### src/rtl/cpu_ld_pkg.sv
// Shared load/store path types: FSM state encoding, size selectors and datapath widths.
package cpu_ld_pkg;

    typedef enum logic [2:0] {
        IDLE  = 3'd0,
        REQ   = 3'd1,
        WAIT  = 3'd2,
        DONE  = 3'd3,
        DRAIN = 3'd4
    } ld_state_t;

    localparam logic [1:0] SEL_W = 2'd0;
    localparam logic [1:0] SEL_H = 2'd1;
    localparam logic [1:0] SEL_B = 2'd2;

    localparam int unsigned DATA_W   = 32;
    localparam int unsigned RD_W     = 5;
    localparam int unsigned OFF_W    = 2;
    localparam int unsigned SEL_BITS = 2;

endpackage

### src/rtl/load_align.sv
// Picks the addressed byte/halfword out of a raw memory word and zero/sign-extends it.
module load_align
    import cpu_ld_pkg::*;
(
    input  logic [SEL_BITS-1:0] sel_i,
    input  logic                unsigned_i,
    input  logic [OFF_W-1:0]    off_i,
    input  logic [DATA_W-1:0]   raw_i,
    output logic [DATA_W-1:0]   data_o
);

    logic [7:0]  byte_v;
    logic [15:0] half_v;

    always_comb begin
        byte_v = 8'(raw_i >> {off_i, 3'b000});
        // Halfword offset ignores the low address bit.
        half_v = 16'(raw_i >> {off_i[1], 4'b0000});
        data_o = raw_i;
        case (sel_i)
            SEL_H:   data_o = unsigned_i ? {16'h0000, half_v} : {{16{half_v[15]}}, half_v};
            SEL_B:   data_o = unsigned_i ? {24'h000000, byte_v} : {{24{byte_v[7]}}, byte_v};
            default: data_o = raw_i;
        endcase
    end

endmodule

### src/rtl/load_unit.sv
// MEM-stage load unit: issues the data-memory read, stalls the pipe while it is in
// flight, and registers the aligned/extended result for the MEM/WB register.
module load_unit
    import cpu_ld_pkg::*;
#(
    parameter int unsigned MAX_WAIT = 255
) (
    input  logic                clk,
    input  logic                rst_n,
    input  logic                MEM_ld_req_in,
    input  logic [SEL_BITS-1:0] MEM_selLWHB,
    input  logic                MEM_ld_unsigned,
    input  logic [OFF_W-1:0]    MEM_ReadAddr_in,
    input  logic [RD_W-1:0]     MEM_rd_in,
    input  logic                MEM_flush_in,
    output logic                DM_req_out,
    input  logic                DM_ready_in,
    input  logic                DM_rvalid_in,
    input  logic [DATA_W-1:0]   DM_RD_in,
    output logic                MEM_ld_stall_out,
    output logic                WB_ld_valid_out,
    output logic [DATA_W-1:0]   WB_ld_data_out,
    output logic [RD_W-1:0]     WB_rd_out,
    output logic                WB_ld_err_out
);

    localparam int unsigned CNT_W = $clog2(MAX_WAIT + 1);
    localparam logic [CNT_W-1:0] CNT_MAX = CNT_W'(MAX_WAIT);

    ld_state_t           state_q, state_d;
    logic [CNT_W-1:0]    cnt_q, cnt_d;
    logic [SEL_BITS-1:0] sel_q, sel_d;
    logic                uns_q, uns_d;
    logic [OFF_W-1:0]    off_q, off_d;
    logic [RD_W-1:0]     rd_q, rd_d;
    logic                wb_valid_q, wb_valid_d;
    logic                wb_err_q, wb_err_d;
    logic [DATA_W-1:0]   wb_data_q, wb_data_d;
    logic [RD_W-1:0]     wb_rd_q, wb_rd_d;

    logic                accept_c;
    logic                timeout_c;
    logic [DATA_W-1:0]   aligned_c;

    load_align u_align (
        .sel_i      (sel_q),
        .unsigned_i (uns_q),
        .off_i      (off_q),
        .raw_i      (DM_RD_in),
        .data_o     (aligned_c)
    );

    assign accept_c  = (state_q == IDLE) && MEM_ld_req_in && !MEM_flush_in;
    assign timeout_c = (cnt_q == CNT_MAX);

    // Request and stall are combinational so a load can issue in its first MEM cycle.
    always_comb begin
        DM_req_out       = accept_c || (state_q == REQ);
        MEM_ld_stall_out = accept_c || (state_q == REQ) || (state_q == WAIT)
                           || (state_q == DRAIN);
    end

    always_comb begin
        state_d    = state_q;
        cnt_d      = cnt_q;
        sel_d      = sel_q;
        uns_d      = uns_q;
        off_d      = off_q;
        rd_d       = rd_q;
        wb_valid_d = 1'b0;
        wb_err_d   = 1'b0;
        wb_data_d  = wb_data_q;
        wb_rd_d    = wb_rd_q;

        case (state_q)
            IDLE: begin
                if (accept_c) begin
                    sel_d   = MEM_selLWHB;
                    uns_d   = MEM_ld_unsigned;
                    off_d   = MEM_ReadAddr_in;
                    rd_d    = MEM_rd_in;
                    cnt_d   = '0;
                    state_d = DM_ready_in ? WAIT : REQ;
                end
            end
            REQ: begin
                // A flush in the accept cycle still leaves a read outstanding, so drain it.
                if (DM_ready_in) begin
                    cnt_d   = '0;
                    state_d = MEM_flush_in ? DRAIN : WAIT;
                end else if (MEM_flush_in) begin
                    state_d = IDLE;
                end
            end
            WAIT: begin
                cnt_d = timeout_c ? cnt_q : cnt_q + CNT_W'(1);
                if (DM_rvalid_in) begin
                    wb_valid_d = 1'b1;
                    wb_data_d  = aligned_c;
                    wb_rd_d    = rd_q;
                    state_d    = DONE;
                end else if (MEM_flush_in) begin
                    state_d = DRAIN;
                end else if (timeout_c) begin
                    wb_valid_d = 1'b1;
                    wb_err_d   = 1'b1;
                    wb_data_d  = '0;
                    wb_rd_d    = rd_q;
                    state_d    = DONE;
                end
            end
            DONE: begin
                state_d = IDLE;
            end
            DRAIN: begin
                cnt_d = timeout_c ? cnt_q : cnt_q + CNT_W'(1);
                if (DM_rvalid_in || timeout_c) begin
                    state_d = IDLE;
                end
            end
            default: begin
                state_d = IDLE;
            end
        endcase
    end

    always_ff @(posedge clk or negedge rst_n) begin
        if (!rst_n) begin
            state_q    <= IDLE;
            cnt_q      <= '0;
            sel_q      <= '0;
            uns_q      <= 1'b0;
            off_q      <= '0;
            rd_q       <= '0;
            wb_valid_q <= 1'b0;
            wb_err_q   <= 1'b0;
            wb_data_q  <= '0;
            wb_rd_q    <= '0;
        end else begin
            state_q    <= state_d;
            cnt_q      <= cnt_d;
            sel_q      <= sel_d;
            uns_q      <= uns_d;
            off_q      <= off_d;
            rd_q       <= rd_d;
            wb_valid_q <= wb_valid_d;
            wb_err_q   <= wb_err_d;
            wb_data_q  <= wb_data_d;
            wb_rd_q    <= wb_rd_d;
        end
    end

    assign WB_ld_valid_out = wb_valid_q;
    assign WB_ld_err_out   = wb_err_q;
    assign WB_ld_data_out  = wb_data_q;
    assign WB_rd_out       = wb_rd_q;

endmodule
### config.mk
export PLATFORM = sky130hd
export DESIGN_NAME = load_unit
export DESIGN_NICKNAME = d
export VERILOG_FILES = /design/src/rtl/cpu_ld_pkg.sv /design/src/rtl/load_align.sv /design/src/rtl/load_unit.sv
export SDC_FILE = /design/constraint.sdc
export NUM_CORES = 1
export LEC_CHECK = 0
export CAP_MARGIN = 20
export CORE_MARGIN = 10
export CORE_UTILIZATION = 36
export DETAILED_ROUTE_END_ITERATION = 8
export MAX_ROUTING_LAYER = met4
export SLEW_MARGIN = 30
export SYNTH_ARGS = -nofsm -noshare
export SYNTH_HDL_FRONTEND = slang
export SYNTH_SLANG_ARGS = --single-unit
### constraint.sdc
create_clock -name clk -period 2.3 [get_ports clk]
set_clock_uncertainty 0.05 [all_clocks]
set_input_delay 0.575 -clock clk [delete_from_list [all_inputs] [get_ports clk]]
set_output_delay 0.575 -clock clk [all_outputs]
set_load 0.01 [all_outputs]
# After elaboration in Yosys (flattened, before gate mapping)
# Index checks and enable logic that the tools add are counted.
[totals] ff_bits=60 wordCells=70
[classes] mux=29 shift=2 eq_ne=13 n_reduce_logical=15 addsub=1
[op_table] cell="two-way mux 32 bit" n=5
[op_table] cell="one-hot mux 32 bit (2 select lines)" n=1
[op_table] cell=">> shifter 32 x 5 -> 16 bit" n=1
[op_table] cell=">> shifter 32 x 5 -> 8 bit" n=1
[op_table] cell="two-way mux 3 bit" n=8
[op_table] cell="two-way mux 8 bit" n=3
[op_table] cell="one-hot mux 8 bit (3 select lines)" n=1
[op_table] cell="two-way mux 5 bit" n=3
[op_table] cell="one-hot mux 3 bit (4 select lines)" n=1
[op_table] cell="adder 8 x 1 -> 8 bit, second input constant" n=1
[op_table] cell="== test 8 bit, second input constant" n=1
[op_table] cell="AND reduction 4 bit" n=2
[op_table] cell="two-way mux 1 bit" n=6
[op_table] cell="!= test 2 bit, second input constant" n=3
[op_table] cell="logical OR 1 bit" n=4
[op_table] cell="!= test 2 x 1 -> 1 bit, second input constant" n=2
[op_table] cell="!= test 4 bit, second input constant" n=1
[op_table] cell="== test 3 x 1 -> 1 bit, second input constant" n=1
[op_table] cell="== test 3 x 2 -> 1 bit, second input constant" n=1
[op_table] cell="== test 3 bit, second input constant" n=1
[op_table] cell="logical NOT 3 bit" n=1
[op_table] cell="!= test 3 bit, second input constant" n=1
[op_table] cell="AND reduction 3 bit" n=1
[op_table] cell="nonzero test 3 bit" n=1
[op_table] cell="other kinds (8)" n=9

# Longest topological paths before layout
[logic_depth] ltp_word=6 ltp_mapped=7

# Cells and area by module
# From an unflattened synthesis, not the netlist that was laid out.
[unflattened] hier_cells=300 area_unflattened_um2=3124.2
[modules_own_cells] module="load_unit" cells_each=193 instances=1 area_each_um2=2461.1 seq_area_each_um2=1501.4
[modules_own_cells] module="load_align" cells_each=107 instances=1 area_each_um2=663.1 seq_area_each_um2=0.0

# Worst setup path before layout
# No wires, ideal clock.
[synth_timing] kind="reg-to-output" from="register state_q[1]" to="output DM_req_out" path_stages_with_launch=6 arrival_ns=1.292 slack_ns=0.383 cell_sequence="dfrtp_1 clkbuf_1 nor2_1 nand3_1 buf_2 o21ai_0"
[synth_via] elab_chain_len=4 word_cells_on_any_way=5 classes_between="eq/ne: 1; reduce/logical: 4"
[synth_rtl] element="from (decl)" line="load_unit.sv:30" source="ld_state_t state_q, state_d;"
[synth_rtl] element="from (signal assigned)" line="load_unit.sv:140" source="state_q <= state_d;"
[synth_rtl] element="logical NOT 3 bit" line="load_unit.sv:53" source="assign accept_c = (state_q == IDLE) && MEM_ld_req_in && !MEM_flush_in;"
[synth_rtl] element="logical AND 1 bit (2 in a row)" line="load_unit.sv:53"
[synth_rtl] element="logical OR 1 bit (*)" line="load_unit.sv:58" source="DM_req_out = accept_c || (state_q == REQ);"
[synth_rtl] element="to (decl)" line="load_unit.sv:16" source="output logic DM_req_out,"
# Mark *: on every way between the ends. The rest lies on a longest branch, timed or not.

# Final worst setup path
[layout_timing] from="input MEM_flush_in" to="register state_q[1]"
[layout_via] elab_chain_len=4 word_cells_on_any_way=11 classes_between="eq/ne: 3; mux: 5; reduce/logical: 3"
[layout_rtl] element="from (decl)" line="load_unit.sv:15" source="input logic MEM_flush_in,"
[layout_rtl] element="logical NOT 1 bit" line="load_unit.sv:53"
[layout_rtl] element="logical AND 1 bit" line="load_unit.sv:53"
[layout_rtl] element="!= test 2 bit (no source line)"
[layout_rtl] element="AND reduction 4 bit (no source line)"
# Parallel ways exist; a longest one is shown, timed or not.
# A chain may end at the register's enable or synchronous reset.

==> results.sh <==
export IMPL_status="finished clean"
export IMPL_synth_cell_types=53
export IMPL_slew_viol_final=0
export IMPL_ys_ff_latch=60
export IMPL_syn_area_per_cell_um2=11.1
export IMPL_leakage_nw=1.88
export IMPL_ant_nets=0
export IMPL_syn_inst=284
export IMPL_die_area_um2=12900
export IMPL_ys_warn_count=0
export IMPL_synth_area_mux_share=0.0951
export IMPL_rr_worst_depth=7
export IMPL_synth_nets=335
export IMPL_synth_simple_gate_area_share=0.160
export IMPL_path_max_fanout=7
export IMPL_reg2reg_slack_ns=0.21
export IMPL_place_gp_congestion=0.827
export IMPL_antennaDiodeCount=0
export IMPL_drive_gt1_frac=0.173
export IMPL_syn_area_um2=3160
export IMPL_cts_max_level=3
export IMPL_period_minus_slack_ns=2.14
export IMPL_worstPathRequired_ns=2.47
export IMPL_antenna_found_initial=0
export IMPL_grt_max_degree=61
export IMPL_synth_main_ff_cell="dfrtp_1"
export IMPL_grt_usage=0.142
export IMPL_post_drt_via_cell_ratio=5.22
export IMPL_io_pin_count=89
export IMPL_cts_sinks=60
export IMPL_drcViolationCount=0
export IMPL_wirelength_um=8790
export IMPL_clock_latency_ns=0.34
export IMPL_io_buffer_count=88
export IMPL_worstReg2RegEnd="WB_ld_data_out[24]"
export IMPL_power_per_cell_area_nw_per_um2=1310
export IMPL_synth_area_top_cells="dfrtp_1, mux2_1, nand2b_1"
export IMPL_peakVddDrop_uv=568
export IMPL_worst_pin_slew_ns=0.839
export IMPL_tritoncts="done"
export IMPL_gr_total_overflow=0
export IMPL_tns_ns=0
export IMPL_startpoint_type="primary input"
export IMPL_syn2layout_area_growth_pct=43.5
export IMPL_clock_tree_root_cell="clkbuf_8"
export IMPL_hold_viol_final=0
export IMPL_synth_edf_count=0
export IMPL_start_util=0.366
export IMPL_clk_pin_slew_ns=0.07
export IMPL_fmax_ghz=0.467
export IMPL_drt_initial_drc_count=106
export IMPL_setup_viol=0
export IMPL_worst_ep_arrival_time_ns=2.31
export IMPL_timing_rr_start="state_q[0]"
export IMPL_relSlewSlack=0.441
export IMPL_rsz0062_at_grt="false"
export IMPL_synth_top_family_by_area="compound AO/OA/AOI/OAI gates"
export IMPL_hold_class="in2async"
export IMPL_grt_first_pass_wirelength_um=14400
export IMPL_async_flop_share=1.00
export IMPL_dp_hpwl_um=6610
export IMPL_synthAdderAreaFrac=0.0119
export IMPL_first_pass_iters=4
export IMPL_fp_dieW_um=114
export IMPL_floorplan_rows=34
export IMPL_timing_final_crit_share=0.930
export IMPL_layoutNonFillerInstCount=502
export IMPL_cap_violations=0
export IMPL_critPathCaptureType="register"
export IMPL_cts_buffers_inserted=9
export IMPL_die_h_um=114
export IMPL_dr_total_vias=2618
export IMPL_synth_area_leader_cell="dfrtp_1"
export IMPL_yosysTopAreaCellShare=0.475
export IMPL_cts_setup_buffers=0
export IMPL_grt_pass1_vias=2759
export IMPL_synth_compound_area_frac=0.204
export IMPL_core_area_um2=8640
export IMPL_clock_path_buffers=2
export IMPL_placed_cells=486
export IMPL_synth_seq_area_share=0.475
export IMPL_synth_xor_area_frac=0.0166
export IMPL_path_class="in2reg"
export IMPL_wl_per_cell_um=17.5
export IMPL_final_nets=440
## stage by stage
step	power, mW	setup WS (ns)	hold WS (ns)	util	cell area, um^2
after floorplan	3.55	0.383	0.229	-	3160
after global placement	4.89	-0.225	0.410	0.499	4310
after detailed placement	4.96	-0.248	0.421	0.499	4310
after CTS	6.02	0.0240	0.194	0.525	4540
after global routing	6.37	0.0621	0.207	0.525	4530
final	5.94	0.160	0.190	0.525	4530
## flip-flops by register name, summed over array words and instances (netlist names)
| signal | count |
|---|---|
| WB_ld_data_out | 32 |
| cnt_q | 8 |
| WB_rd_out | 5 |
| rd_q | 5 |
| state_q | 3 |
| off_q | 2 |
| sel_q | 2 |
| WB_ld_err_out | 1 |
| WB_ld_valid_out | 1 |
| uns_q | 1 |
## worst max-delay path by stage
stage,start,to,slack (ns),cells after the start
floorplan,state_q[1],DM_req_out,0.38,5
global placement,MEM_flush_in,MEM_ld_stall_out,-0.22,5
detailed placement,MEM_flush_in,MEM_ld_stall_out,-0.25,5
CTS,MEM_flush_in,MEM_ld_stall_out,0.02,5
global route,MEM_flush_in,cnt_q[5],0.06,8
finish,MEM_flush_in,state_q[1],0.16,7
## cell usage after synthesis (3+ instances only)
cell / n
dfrtp_1: 60
nand2b_1: 28
nand2_1: 18
nor2_1: 18
a22o_1: 17
mux2_1: 17
inv_1: 9
a32o_1: 8
buf_2: 8
clkbuf_1: 8
a221o_1: 7
a22oi_1: 7
mux2_2: 7
nand3_1: 6
xnor2_1: 6
nor2b_1: 4
a211oi_2: 3
a21oi_2: 3
a31o_1: 3
ha_1: 3
mux2i_1: 3
nor3_1: 3
o21ai_0: 3
## critical path, stage by stage
cell and delay, ns:
clkdlybuf4s50_1 0.47, buf_4 0.14, nor2b_1 0.06, nor2b_1 0.12, a2111oi_1 0.37, o22a_1 0.24, mux2_1 0.32
## cells by family (layout without fill, tap and decap cells)
kind of cell / count (synthesis) / after routing
AND/OR/NAND/NOR: 90 / 90
XOR/XNOR: 6 / 6
multiplexers: 27 / 27
flip-flops: 60 / 60
buffers and inverters: 27 / 137
AO/OA/AOI/OAI: 71 / 71
adder cells (fa/ha/maj): 3 / 3
## what timing repair did
action	in CTS	in global routing
pin swaps	0	0
setup endpoints to repair	2	3
hold buffers	0	0
resized for setup	2	7
## routing by layer
layer,vias to the layer above,wire length (um),GRT usage
met4,0,145,0.0465
met1,1276,4080,0.172
met2,82,4090,0.226
met5,-,0,-
met3,17,468,0.0378
li1,1243,-,-
## cell type report
type / instances / area, um^2
Multi-Input combinational cell: 197 / 1550
Fill cell: 785 / 4110
Clock inverter: 6 / 87.6
Timing Repair Buffer: 111 / 1080
Sequential cell: 60 / 1500
Tap cell: 108 / 135
Clock buffer: 10 / 138
Inverter: 10 / 37.5
## cells in the final DEF, fill, tap and decap left out, types with 7 or more instances in the layout
| master | netlist | layout |
|---|---|---|
| a221o_1 | 7 | 7 |
| a22o_1 | 17 | 17 |
| a22oi_1 | 7 | 7 |
| a32o_1 | 8 | 8 |
| buf_4 | 1 | 20 |
| clkbuf_8 | 0 | 10 |
| clkdlybuf4s50_1 | 0 | 85 |
| dfrtp_1 | 60 | 59 |
| inv_1 | 9 | 9 |
| mux2_1 | 17 | 17 |
| mux2_2 | 7 | 7 |
| nand2_1 | 18 | 18 |
| nand2b_1 | 28 | 28 |
| nor2_1 | 18 | 18 |
## report_power, final
part	total, mW	leakage, nW	internal (mW)	switching, mW
registers	1.76	0.761	1.49	0.275
logic	3.11	1.01	1.61	1.50
clock network	1.07	0.105	0.637	0.435
Power figures use the tool's default switching activity.
